`config.mk`:
```
export PLATFORM = sky130hd
export DESIGN_NAME = conv_frame_sched
export DESIGN_NICKNAME = d
export VERILOG_FILES = /design/src/rtl/conv_frame_sched.sv
export SDC_FILE = /design/constraint.sdc
export NUM_CORES = 1
export LEC_CHECK = 0
export ABC_CLOCK_PERIOD_IN_PS = 6150
export CORE_UTILIZATION = 65
export CTS_CLUSTER_DIAMETER = 120
export DETAILED_ROUTE_END_ITERATION = 6
export DONT_BUFFER_PORTS = 1
export PLACE_DENSITY = 0.83
export RECOVER_POWER = 100
export SLEW_MARGIN = 40
export SYNTH_ARGS = -nofsm -noshare
export SYNTH_HDL_FRONTEND = slang
export SYNTH_SLANG_ARGS = --single-unit
```
`constraint.sdc`:
```
create_clock -name clk_i -period 6.15 [get_ports clk_i]
set_clock_uncertainty 0.05 [all_clocks]
set_input_delay 1.845 -clock clk_i [delete_from_list [all_inputs] [get_ports clk_i]]
set_output_delay 1.845 -clock clk_i [all_outputs]
set_load 0.02 [all_outputs]
```
`src/rtl/conv_frame_sched.sv`:
```
// rtl/conv_frame_sched.sv - frame sequencer with geometry tracking and flush-line injection
//
// Purpose: forwards a raw pixel stream frame-aligned, regenerates tlast/tuser
// from the geometry latched at start-of-frame, appends (KERNEL_DIAMETER_N-1)/2
// zero padding lines after each frame and flags stream-geometry errors.
//
// Ports:
//   clk_i, rst_n                 clock, asynchronous active-low reset
//   cfg_width_i, cfg_height_i    frame geometry, sampled when a SOF pixel is accepted
//   s_t*                         input pixel stream (tuser = SOF, tlast = end-of-line)
//   m_t*                         output pixel stream, one register slice; m_tpad_o marks padding
//   busy_o                       a frame or its flush is in progress
//   err_len_o, err_sof_o         one-cycle error pulses
module conv_frame_sched #(
  parameter int PIXEL_W           = 8,
  parameter int KERNEL_DIAMETER_N = 5,
  parameter int DIM_W             = 12
) (
  input  logic               clk_i,
  input  logic               rst_n,
  input  logic [DIM_W-1:0]   cfg_width_i,
  input  logic [DIM_W-1:0]   cfg_height_i,
  input  logic               s_tvalid_i,
  input  logic [PIXEL_W-1:0] s_tdata_i,
  input  logic               s_tlast_i,
  input  logic               s_tuser_i,
  output logic               s_tready_o,
  input  logic               m_tready_i,
  output logic               m_tvalid_o,
  output logic [PIXEL_W-1:0] m_tdata_o,
  output logic               m_tlast_o,
  output logic               m_tuser_o,
  output logic               m_tpad_o,
  output logic               busy_o,
  output logic               err_len_o,
  output logic               err_sof_o
);

  localparam int R = (KERNEL_DIAMETER_N - 1) / 2;
  localparam logic [DIM_W-1:0] ONE    = DIM_W'(1);
  localparam logic [DIM_W-1:0] R_LAST = DIM_W'((R > 0) ? R - 1 : 0);

  typedef enum logic [1:0] {IDLE, PASS, FLUSH} state_t;

  state_t           state;
  logic [DIM_W-1:0] w_q;
  logic [DIM_W-1:0] h_q;
  logic [DIM_W-1:0] col;
  logic [DIM_W-1:0] row;

  logic             slice_free;
  logic             accept;
  logic             start;
  logic             mid_sof;
  logic             fwd;
  logic [DIM_W-1:0] eff_w;
  logic [DIM_W-1:0] eff_h;
  logic [DIM_W-1:0] eff_col;
  logic [DIM_W-1:0] eff_row;
  logic             line_end;
  logic             frame_end;
  logic             fl_line_end;
  logic             fl_end;

  assign slice_free = !m_tvalid_o || m_tready_i;
  assign s_tready_o = slice_free && (state != FLUSH);
  assign accept     = s_tvalid_i && s_tready_o;
  assign busy_o     = (state != IDLE);

  // A SOF pixel (from IDLE, or mid-frame as a restart) is positioned at (0,0)
  // of the freshly sampled geometry; everything else uses the latched frame.
  assign start   = accept && s_tuser_i;
  assign mid_sof = start && (state == PASS);
  assign fwd     = accept && ((state == PASS) || s_tuser_i);
  assign eff_w   = start ? cfg_width_i  : w_q;
  assign eff_h   = start ? cfg_height_i : h_q;
  assign eff_col = start ? '0 : col;
  assign eff_row = start ? '0 : row;

  assign line_end  = (eff_col == eff_w - ONE);
  assign frame_end = line_end && (eff_row == eff_h - ONE);

  assign fl_line_end = (col == w_q - ONE);
  assign fl_end      = fl_line_end && (row == R_LAST);

  always_ff @(posedge clk_i or negedge rst_n) begin
    if (!rst_n) begin
      state      <= IDLE;
      w_q        <= '0;
      h_q        <= '0;
      col        <= '0;
      row        <= '0;
      m_tvalid_o <= 1'b0;
      m_tdata_o  <= '0;
      m_tlast_o  <= 1'b0;
      m_tuser_o  <= 1'b0;
      m_tpad_o   <= 1'b0;
      err_len_o  <= 1'b0;
      err_sof_o  <= 1'b0;
    end else begin
      err_len_o <= 1'b0;
      err_sof_o <= 1'b0;
      // Slice empties when its beat is taken; a new load below overrides this.
      if (slice_free) begin
        m_tvalid_o <= 1'b0;
      end

      case (state)
        IDLE, PASS: begin
          if (fwd) begin
            m_tvalid_o <= 1'b1;
            m_tdata_o  <= s_tdata_i;
            m_tlast_o  <= line_end;
            m_tuser_o  <= start;
            m_tpad_o   <= 1'b0;
            err_len_o  <= (s_tlast_i != line_end);
            err_sof_o  <= mid_sof;
            if (start) begin
              w_q <= cfg_width_i;
              h_q <= cfg_height_i;
            end
            if (frame_end) begin
              col   <= '0;
              row   <= '0;
              state <= (R > 0) ? FLUSH : IDLE;
            end else if (line_end) begin
              col   <= '0;
              row   <= eff_row + ONE;
              state <= PASS;
            end else begin
              col   <= eff_col + ONE;
              row   <= eff_row;
              state <= PASS;
            end
          end
        end

        FLUSH: begin
          if (slice_free) begin
            m_tvalid_o <= 1'b1;
            m_tdata_o  <= '0;
            m_tlast_o  <= fl_line_end;
            m_tuser_o  <= 1'b0;
            m_tpad_o   <= 1'b1;
            if (fl_end) begin
              col   <= '0;
              row   <= '0;
              state <= IDLE;
            end else if (fl_line_end) begin
              col <= '0;
              row <= row + ONE;
            end else begin
              col <= col + ONE;
            end
          end
        end

        default: state <= IDLE;
      endcase
    end
  end

endmodule

```
==> metrics.yaml <==
status:
  status: "complete, but fails checks"
  violations: "max-capacitance violations, max-slew violations"
placement:
  dp_hpwl_mm: 10.2
  port_buffers: 0
  gp_congestion: 0.963
  place_area_sq_mm: 0.00512
timing:
  max_clock_freq_mhz: 180
  fin_crit_sh_pct: 90.2
  rsz0062_at_grt: "no"
  worst_slew_pin_slew_ns: 1.99
  maxSlewViolCount: 23
  finalCriticalPeriod_ns: 5.55
  finalSetupViolCount: 0
  hold_viol: 0
  hold_slack_ns: 0.498
  slew_headroom_pct: -33.0
  tns_ns: 0
worst_setup_path:
  crit_fanout: 13
  path_class: "input pin to flop"
  cp.required_ns: 6.34
  startpoint_type: "input pin"
  end_kind: "flop"
  cp_data_arrival_time_ns: 5.73
detailed_routing:
  detailedRoute.firstIterationViolations: 580
  avgRoutedWirePerCell_um: 20.5
  via_per_inst: 7.07
  num_vias: 4907
  drc_errors: 0
  wl_mm: 14.2
  drtAntennaViolNets: 0
  drt_first_pass_iters: 6
flow_run:
  drv_cap: 1
layout:
  final_nets: 637
  final_core_util_pct: 71.1
  fin_area_sq_mm: 0.00527
  drive_above_1_share_pct: 9.75
  syn2layout_area_growth_pct: 3.44
  n_antenna_cell: 0
  fillers: 565
power:
  p_leak_nw: 2.04
  vdd_drop_max_uv: 228
  p_per_area_mw_per_mm2: 283
die:
  die_h_um: 90.5
  fp.dieW_um: 90.5
  rows: 31
  ioPinCount: 54
  start_util_pct: 68.8
  die_area_sq_mm: 0.00820
  core_sq_mm: 0.00741
clock_tree:
  ctsHoldBuffers: 0
  root_buffer: "clkbuf_8"
  cts_tree: "done"
  clk_latency_ns: 0.36
  clock-sinks: 64
  clkTransAtPathRegs_ns: 0.08
  post_cts_buffers: 0
  cts_buffers: 9
  clockBufferDepth: 2
  cts_resized: 0
  htree_levels: 3
global_routing:
  grt_pass1_wl_mm: 22.9
  grt_overflow: 0
  antenna_found_initial: 0
  grt_start_max_net_pins: 65
  grt_use_total_pct: 35.4
  grt_pass1_vias: 4628
yosys:
  synth_area_leader_cell: "dfrtp_1"
  synth_top_area_share_pct: 31.4
  yosysSeqAreaShare_pct: 31.4
  avgSynthCellArea_sq_um: 8.24
  synth_flop_cell: "dfrtp_1"
  synth_most_common_cell: "dfrtp_1"
  ys_types: 72
  yosysWarnings: 0
  synthCells: 618
  ys_top_cells_by_count: "dfrtp_1 (64), nor2_1 (61), nand2_1 (54)"
  synthTopCellsByArea: "dfrtp_1 (31%), xnor2_1 (5.7%), mux2_2 (5.1%)"
  ys_ff_latch: 64
  synth_area_sq_mm: 0.00509
  synth_edf_count: 0
  synth_async_sr_flop_share_pct: 100
  syn-num-nets: 664
worst_hold_path:
  hold_class: "flop to flop"
-- flip-flops by register name (all words and copies together), names as in the netlist --
signal / flops
col: 12
err_len_o: 1
err_sof_o: 1
h_q: 12
m_tdata_o: 8
m_tlast_o: 1
m_tpad_o: 1
m_tuser_o: 1
m_tvalid_o: 1
row: 12
state: 2
w_q: 12
-- final timing paths --
kind                       slack (ns)  startpoint  cells past startpoint            to
setup / recovery                 0.60  m_tready_i                     12        row[0]
hold / removal                   0.50     h_q[11]                      1       h_q[11]
setup reg to reg                 1.48  m_tvalid_o                     12        row[0]
hold reg to reg                  0.50     h_q[11]                      1       h_q[11]
max in group asynchronous        4.78       rst_n                      0  m_tdata_o[1]
min in group asynchronous        1.12       rst_n                      0        col[0]
-- final cells by class --
cell class / count / area [sq um] / area share, %
repair buffers: 8 / 45.0 / 0.855
well taps: 99 / 124 / 2.35
flip-flops and latches: 64 / 1600 / 30.4
clock buffers: 11 / 141 / 2.68
inverters: 13 / 48.8 / 0.926
clock inverters: 4 / 45.0 / 0.855
multi-input cells: 495 / 3260 / 61.9
-- logic make-up (layout without fill, tap and decap cells) --
logic type	count (synthesis)	after routing	synth area share (%)
fa+ha+maj	8	8	1.96
xor+xnor	52	52	9.21
compound gates	116	116	16.7
flops	64	64	31.4
simple gates	288	288	29.4
buf+inv	59	36	4.67
mux	31	31	6.66
-- per-layer routing --
layer | GRT usage [%] | routed length (um)
met2 | 51.6 | 6210
met3 | 8.84 | 1740
met1 | 48.3 | 5760
met4 | 18.7 | 513
met5 | 0 | 0
-- stage by stage --
step | setup slack [ns] | power (mW) | std cells
after global placement | 0.747 | 1.10 | 679
after floorplan | 0.488 | 1.01 | 618
after global routing | 0.271 | 1.57 | 694
after detailed placement | 0.559 | 1.12 | 679
after CTS | 0.889 | 1.48 | 694
final | 0.604 | 1.49 | 694
-- placed cells by master, fill, tap and decap left out, types with 9 or more instances in the layout --
master and count:
mux2_2 23, nand4_1 14, a31oi_1 9, a211oi_1 9, a21oi_1 18, nor2_1 60
dfrtp_1 64, nand3_1 40, nand2_1 54, clkbuf_8 10, xnor2_1 33, xor2_1 18
inv_1 13, nor3_1 34, nor4_1 15, o21ai_0 20, and3_1 10
-- critical path, cell delays in order --
cell	delay, ns
nor2b_1	0.06
nor3_1	0.44
mux2i_1	0.31
ha_1	0.44
nor4bb_1	0.34
a41oi_1	0.07
nor3_1	0.23
o32ai_1	0.18
a211oi_2	0.57
nand4_1	0.62
a311oi_1	0.47
o32ai_1	0.15
-- power by group --
group	leakage, nW	internal [mW]	total, mW	switching (mW)
registers	0.799	0.484	0.627	0.143
clock network	0.0989	0.194	0.361	0.166
logic	1.14	0.233	0.503	0.270
total	2.04	0.911	1.49	0.580
No activity file was read; power rests on OpenSTA's default activity.
